**src/rtl/ctr_seq_ctrl_if.sv**
```systemverilog
// Command and counter-control interfaces for ctr_seq_ctrl.
// Command side: master offers start/target/direction, slave answers with ready.
// Counter side: master drives load/enable/direction/output-enable, slave returns the count.

interface ctr_seq_cmd_if #(
  parameter int unsigned WIDTH = 8
);
  logic             cmd_valid;
  logic             cmd_ready;
  logic [WIDTH-1:0] cmd_start;
  logic [WIDTH-1:0] cmd_target;
  logic             cmd_up;

  modport master (
    output cmd_valid, cmd_start, cmd_target, cmd_up,
    input  cmd_ready
  );

  modport slave (
    input  cmd_valid, cmd_start, cmd_target, cmd_up,
    output cmd_ready
  );
endinterface

interface ctr_seq_cnt_if #(
  parameter int unsigned WIDTH = 8
);
  logic             cnt_load;
  logic [WIDTH-1:0] cnt_d;
  logic             cnt_en;
  logic             cnt_up;
  logic             cnt_oe;
  logic [WIDTH-1:0] cnt_y;

  modport master (
    output cnt_load, cnt_d, cnt_en, cnt_up, cnt_oe,
    input  cnt_y
  );

  modport slave (
    input  cnt_load, cnt_d, cnt_en, cnt_up, cnt_oe,
    output cnt_y
  );
endinterface

```
**src/rtl/ctr_seq_ctrl.sv**
```systemverilog
// ctr_seq_ctrl: loads an up/down counter with a start value, enables it for
// exactly the number of cycles needed to reach the target, then reports done.
// Optional readback checking is built when CTR_SEQ_READBACK_CHECK_EN is defined;
// otherwise err is held at 0 and the sequencing is identical.
// All outputs are registered; they are decoded from the next state so they
// line up with the state register cycle for cycle.

module ctr_seq_ctrl #(
  parameter int unsigned WIDTH = 8
) (
  input  logic             clk,
  input  logic             rst,
  ctr_seq_cmd_if.slave     cmd,
  ctr_seq_cnt_if.master    cnt,
  output logic             busy,
  output logic             done,
  output logic [WIDTH-1:0] steps,
  output logic             err
);

  typedef enum logic [2:0] {
    IDLE  = 3'd0,
    LOAD  = 3'd1,
    RUN   = 3'd2,
    CHECK = 3'd3,
    DONE  = 3'd4
  } state_t;

  state_t           state, state_d;
  logic [WIDTH-1:0] start_q, start_d;
  logic [WIDTH-1:0] target_q, target_d;
  logic             dir_q, dir_d;
  logic [WIDTH-1:0] exp_q, exp_d;
  logic [WIDTH-1:0] exp_nxt;
  logic [WIDTH-1:0] steps_d;
  logic             err_d;

  logic             ready_d;
  logic             load_d;
  logic [WIDTH-1:0] data_d;
  logic             en_d;
  logic             up_d;
  logic             oe_d;
  logic             busy_d;
  logic             done_d;

`ifndef CTR_SEQ_READBACK_CHECK_EN
  // Readback bus is not observed when checking is compiled out.
  logic unused_cnt_y;
  assign unused_cnt_y = ^cnt.cnt_y;
`endif

  // Next-state, datapath updates and output decode of the next state.
  always_comb begin
    state_d  = state;
    start_d  = start_q;
    target_d = target_q;
    dir_d    = dir_q;
    exp_d    = exp_q;
    steps_d  = steps;
    err_d    = err;
    exp_nxt  = dir_q ? (exp_q + WIDTH'(1)) : (exp_q - WIDTH'(1));

    case (state)
      IDLE: begin
        if (cmd.cmd_valid) begin
          start_d  = cmd.cmd_start;
          target_d = cmd.cmd_target;
          dir_d    = cmd.cmd_up;
          exp_d    = cmd.cmd_start;
          steps_d  = '0;
          err_d    = 1'b0;
          state_d  = LOAD;
        end
      end
      LOAD: begin
        state_d = (start_q == target_q) ? CHECK : RUN;
      end
      RUN: begin
        exp_d   = exp_nxt;
        steps_d = steps + WIDTH'(1);
`ifdef CTR_SEQ_READBACK_CHECK_EN
        if (cnt.cnt_y != exp_q) err_d = 1'b1;
`endif
        if (exp_nxt == target_q) state_d = CHECK;
      end
      CHECK: begin
`ifdef CTR_SEQ_READBACK_CHECK_EN
        if (cnt.cnt_y != target_q) err_d = 1'b1;
`endif
        state_d = DONE;
      end
      DONE: begin
        state_d = IDLE;
      end
      default: begin
        state_d = IDLE;
      end
    endcase

    ready_d = (state_d == IDLE);
    load_d  = (state_d == LOAD);
    data_d  = (state_d == LOAD) ? start_d : '0;
    en_d    = (state_d == RUN);
    up_d    = (state_d != IDLE) ? dir_d : 1'b0;
    oe_d    = (state_d == LOAD) || (state_d == RUN) || (state_d == CHECK);
    busy_d  = (state_d != IDLE);
    done_d  = (state_d == DONE);
  end

  // State, datapath and output registers.
  always_ff @(posedge clk) begin
    if (rst) begin
      state         <= IDLE;
      start_q       <= '0;
      target_q      <= '0;
      dir_q         <= 1'b0;
      exp_q         <= '0;
      steps         <= '0;
      err           <= 1'b0;
      cmd.cmd_ready <= 1'b1;
      cnt.cnt_load  <= 1'b0;
      cnt.cnt_d     <= '0;
      cnt.cnt_en    <= 1'b0;
      cnt.cnt_up    <= 1'b0;
      cnt.cnt_oe    <= 1'b0;
      busy          <= 1'b0;
      done          <= 1'b0;
    end else begin
      state         <= state_d;
      start_q       <= start_d;
      target_q      <= target_d;
      dir_q         <= dir_d;
      exp_q         <= exp_d;
      steps         <= steps_d;
      err           <= err_d;
      cmd.cmd_ready <= ready_d;
      cnt.cnt_load  <= load_d;
      cnt.cnt_d     <= data_d;
      cnt.cnt_en    <= en_d;
      cnt.cnt_up    <= up_d;
      cnt.cnt_oe    <= oe_d;
      busy          <= busy_d;
      done          <= done_d;
    end
  end

endmodule
```
**src/flat_wrapper.sv**
```systemverilog
// flat-port wrapper written by rule: the top's interface ports become plain ports
module ctr_seq_ctrl_flat 
#(
  parameter int unsigned WIDTH = 8
)
  (clk, rst, busy, done, steps, err, cmd_cmd_valid, cmd_cmd_start, cmd_cmd_target, cmd_cmd_up, cmd_cmd_ready, cnt_cnt_load, cnt_cnt_d, cnt_cnt_en, cnt_cnt_up, cnt_cnt_oe, cnt_cnt_y);
  ctr_seq_cmd_if #(.WIDTH(WIDTH)) cmd_i ();
  ctr_seq_cnt_if #(.WIDTH(WIDTH)) cnt_i ();
  input  logic clk;
  input  logic rst;
  output logic busy;
  output logic done;
  output logic [WIDTH-1:0] steps;
  output logic err;
  input wire logic [$bits(cmd_i.cmd_valid)-1:0] cmd_cmd_valid;
  input wire logic [$bits(cmd_i.cmd_start)-1:0] cmd_cmd_start;
  input wire logic [$bits(cmd_i.cmd_target)-1:0] cmd_cmd_target;
  input wire logic [$bits(cmd_i.cmd_up)-1:0] cmd_cmd_up;
  output wire logic [$bits(cmd_i.cmd_ready)-1:0] cmd_cmd_ready;
  output wire logic [$bits(cnt_i.cnt_load)-1:0] cnt_cnt_load;
  output wire logic [$bits(cnt_i.cnt_d)-1:0] cnt_cnt_d;
  output wire logic [$bits(cnt_i.cnt_en)-1:0] cnt_cnt_en;
  output wire logic [$bits(cnt_i.cnt_up)-1:0] cnt_cnt_up;
  output wire logic [$bits(cnt_i.cnt_oe)-1:0] cnt_cnt_oe;
  input wire logic [$bits(cnt_i.cnt_y)-1:0] cnt_cnt_y;
  assign cmd_i.cmd_valid = cmd_cmd_valid;
  assign cmd_i.cmd_start = cmd_cmd_start;
  assign cmd_i.cmd_target = cmd_cmd_target;
  assign cmd_i.cmd_up = cmd_cmd_up;
  assign cmd_cmd_ready = cmd_i.cmd_ready;
  assign cnt_cnt_load = cnt_i.cnt_load;
  assign cnt_cnt_d = cnt_i.cnt_d;
  assign cnt_cnt_en = cnt_i.cnt_en;
  assign cnt_cnt_up = cnt_i.cnt_up;
  assign cnt_cnt_oe = cnt_i.cnt_oe;
  assign cnt_i.cnt_y = cnt_cnt_y;
  ctr_seq_ctrl #(.WIDTH(WIDTH)) u_core (.clk(clk), .rst(rst), .cmd(cmd_i), .cnt(cnt_i), .busy(busy), .done(done), .steps(steps), .err(err));
endmodule
```
**config.mk**
```make
export PLATFORM = sky130hd
export DESIGN_NAME = ctr_seq_ctrl_flat
export DESIGN_NICKNAME = d
export VERILOG_FILES = /design/src/rtl/ctr_seq_ctrl_if.sv /design/src/rtl/ctr_seq_ctrl.sv /design/src/flat_wrapper.sv
export SDC_FILE = /design/constraint.sdc
export NUM_CORES = 1
export LEC_CHECK = 0
export CORE_ASPECT_RATIO = 1.2
export CORE_UTILIZATION = 25
export DETAILED_ROUTE_END_ITERATION = 12
export DONT_BUFFER_PORTS = 1
export SYNTH_ARGS = -nofsm -noshare
export SYNTH_HDL_FRONTEND = slang
export SYNTH_SLANG_ARGS = --single-unit
```
**constraint.sdc**
```tcl
create_clock -name clk -period 2.3 [get_ports clk]
set_input_delay 0.345 -clock clk [delete_from_list [all_inputs] [get_ports clk]]
set_output_delay 0.345 -clock clk [all_outputs]
set_load 0.01 [all_outputs]
```
==> results.sh <==
export IMPL_outcome="completed"
export IMPL_yosysWarnings=0
export IMPL_drive_gt1_share_pct=16.8
export IMPL_diodes=0
export IMPL_p_leak_nw=1.15
export IMPL_port_buffers=0
export IMPL_dieArea_mm2=0.0102
export IMPL_path_clk_slew_ns=0.07
export IMPL_ys_dominant_reg_cell="dfxtp_1"
export IMPL_synth_commonest_cells="dfxtp_1 (51), nor2_1 (45), a21oi_1 (25)"
export IMPL_vias=1984
export IMPL_cp_cell_sequence="inv_4, ha_1, a21o_1, a22o_1, and3_1, or4_4, nor3_2, a21oi_1"
export IMPL_worstPathArrival_ns=2.48
export IMPL_synth_nets=317
export IMPL_setup_violations=0
export IMPL_grt_start_max_net_pins=39
export IMPL_synth_top_area_share_pct=41.5
export IMPL_antenna_found_initial=0
export IMPL_design_area_mm2=0.00291
export IMPL_grt_pass1_vias=2016
export IMPL_drtAntennaViolNets=0
export IMPL_drt_initial_drc_count=74
export IMPL_intPower_mw=1.90
export IMPL_rsz0062_at_grt="true"
export IMPL_grt_use_total_pct=12.6
export IMPL_fin_ws_ns=0.00151
export IMPL_n_fill_cell=1019
export IMPL_clk_latency_ns=0.29
export IMPL_cts_buffers=5
export IMPL_cp_max_fo=7
export IMPL_worstPathRequired_ns=2.48
export IMPL_yosysSeqAreaShare_pct=41.5
export IMPL_syn_avg_cell_area_um2=8.75
export IMPL_syn_area_mm2=0.00246
export IMPL_clockPowerShare_pct=31.5
export IMPL_fin_nets=326
export IMPL_pin_count=52
export IMPL_p_seq_share_pct=37.9
export IMPL_clock_tree_buffer_depth=2
export IMPL_synth_edf_count=0
export IMPL_wl_per_cell_um=14.9
export IMPL_critical_path_class="register to register"
export IMPL_dpl_hpwl_mm=4.58
export IMPL_period_minus_slack_ns=2.30
export IMPL_synth_cells=281
export IMPL_hold_path_class="input port to register"
export IMPL_fmax_mhz=435
export IMPL_crit_slowest_cell="or4_4"
export IMPL_combinationalPowerShare_pct=30.6
export IMPL_switching_share_pct=30.5
export IMPL_max_vdd_ir_drop_mv=0.294
export IMPL_fin_skew_ns=0.00513
export IMPL_placed_cell_area_mm2=0.00268
export IMPL_wl_mm=6.18
export IMPL_row_count=39
export IMPL_cap_violations=0
export IMPL_ctsHoldBuffers=0
export IMPL_dr_pass1_iters=4
export IMPL_grt_pass1_wl_mm=10.0
export IMPL_vias_per_cell=4.79
export IMPL_slew_viol_final=0
export IMPL_drc=0
export IMPL_die_w_um=92.5
export IMPL_root_buffer="clkbuf_16"
export IMPL_powerDensity_mw_per_mm2=942
export IMPL_power_switching_mw=0.837
export IMPL_finalHoldViolCount=0
export IMPL_core_mm2=0.00952
export IMPL_globalplace_congestion=0.859
export IMPL_yosysMostFrequentCell="dfxtp_1"
export IMPL_ys_ff_latch=51
export IMPL_synth_area_leaders="dfxtp_1 (42%), nor2_1 (6.9%), a21oi_1 (5.1%), mux2i_1 (4.5%), ha_1 (3.6%)"
export IMPL_critPathLaunchType="register"
export IMPL_initial_core_util_pct=25.8
export IMPL_clock_sinks=51
export IMPL_power_total_mw=2.74
export IMPL_fin_crit_sh_pct=99.9
export IMPL_dpl_worst_slack_ns=-0.0154
export IMPL_async_flop_share_pct=0
export IMPL_syn2layout_area_growth_pct=18.3
export IMPL_gr_total_overflow=0
export IMPL_ys_types=50
export IMPL_cpPeakStageDelay_ns=0.55
export IMPL_cts_tree="yes"
export IMPL_fp_dieH_um=111
export IMPL_end_kind="register"
export IMPL_cts_htree_levels=2
export IMPL_yosys_area_top_type="dfxtp_1"
[final cells by class]
type	count	area [µm²]	area share [%]
Clock buffer	6	139	4.77
Clock inverter	2	35.0	1.20
Inverter	6	25.0	0.860
Multi-Input combinational cell	207	1390	47.7
Sequential cell	51	1030	35.3
Tap cell	123	154	5.29
Timing Repair Buffer	19	143	4.90
[layer usage]
metal,GRT usage (%),wire length [µm]
met1,14.0,2560
met2,22.0,3180
met3,2.62,270
met4,7.19,174
met5,0,0
[worst paths after layout]
check                                startpoint                 to  slack [ns]  cells after the start
worst max-delay path               u_core.dir_q  u_core.cnt.cnt_en       0.002                      8
worst max register to register     u_core.dir_q  u_core.cnt.cnt_en       0.002                      8
worst min-delay path                        rst    u_core.steps[2]        0.12                      1
worst min register to register  u_core.exp_q[2]    u_core.exp_q[2]        0.49                      2
[state kept, by name, indices dropped and copies added (netlist names)]
register,flops
u_core.done,1
u_core.state,3
u_core.exp_q,8
u_core.busy,1
u_core.cmd.cmd_ready,1
u_core.steps,8
u_core.cnt.cnt_d,8
u_core.cnt.cnt_load,1
u_core.start_q,8
u_core.cnt.cnt_oe,1
u_core.dir_q,1
u_core.cnt.cnt_en,1
u_core.cnt.cnt_up,1
u_core.target_q,8
[power groups by stage]
stage / clock (mW) / sequential [mW] / combinational [mW]
after floorplan: 0 / 1.04 / 0.588
after global placement: 0 / 1.05 / 0.770
after detailed placement: 0 / 1.05 / 0.786
after CTS: 0.891 / 1.04 / 0.806
after global routing: 0.921 / 1.05 / 0.919
final: 0.862 / 1.04 / 0.840
[logic make-up after synthesis]
| group | synth area share (%) |
|---|---|
| adders and majority gates | 4.38 |
| muxes | 5.85 |
| xor gates and xnor gates | 6.97 |
| other | 0.153 |
| buffers and inverters | 4.53 |
| DFF | 41.5 |
| AOI/OAI and AO/OA | 15.0 |
| and+or+nand+nor | 21.6 |
[critical path: cells and delay by family (launching register included)]
| kind | cells | cell delay (ns) |
|---|---|---|
| AO/OA/AOI/OAI | 3 | 0.53 |
| flip-flops | 1 | 0.40 |
| AND/OR/NAND/NOR | 3 | 0.91 |
| adder cells (fa/ha/maj) | 1 | 0.28 |
| buffers and inverters | 1 | 0.08 |
[metrics by stage]
step	TNS [ns]	instances	util, %	hold WS (ns)
final	0	414	30.6	0.117
after global routing	-0.160	414	30.6	0.105
after CTS	0	413	30.3	0.104
after detailed placement	-0.0243	405	28.1	0.416
after global placement	-0.00763	405	28.1	0.417
after floorplan	0	281	-	0.436
[repair_timing]
action                     in CTS  in global routing
pin swaps                       0                  4
buffers inserted                0                  1
gates resized for setup         3                  7
setup endpoints to repair       2                  3
[cell usage in the layout (no fill, tap or decap), types with 6 or more instances in the layout]
cell | netlist | routed
buf_4 | 2 | 19
a21oi_1 | 25 | 24
a22oi_1 | 6 | 6
dfxtp_1 | 51 | 48
o21ai_0 | 6 | 6
xnor2_1 | 10 | 10
nor2_1 | 45 | 45
nand3_1 | 6 | 6
nor3_1 | 8 | 7
mux2i_1 | 11 | 11
nand2_1 | 20 | 20
xor2_1 | 7 | 7
No activity file was read; power rests on OpenSTA's default activity.
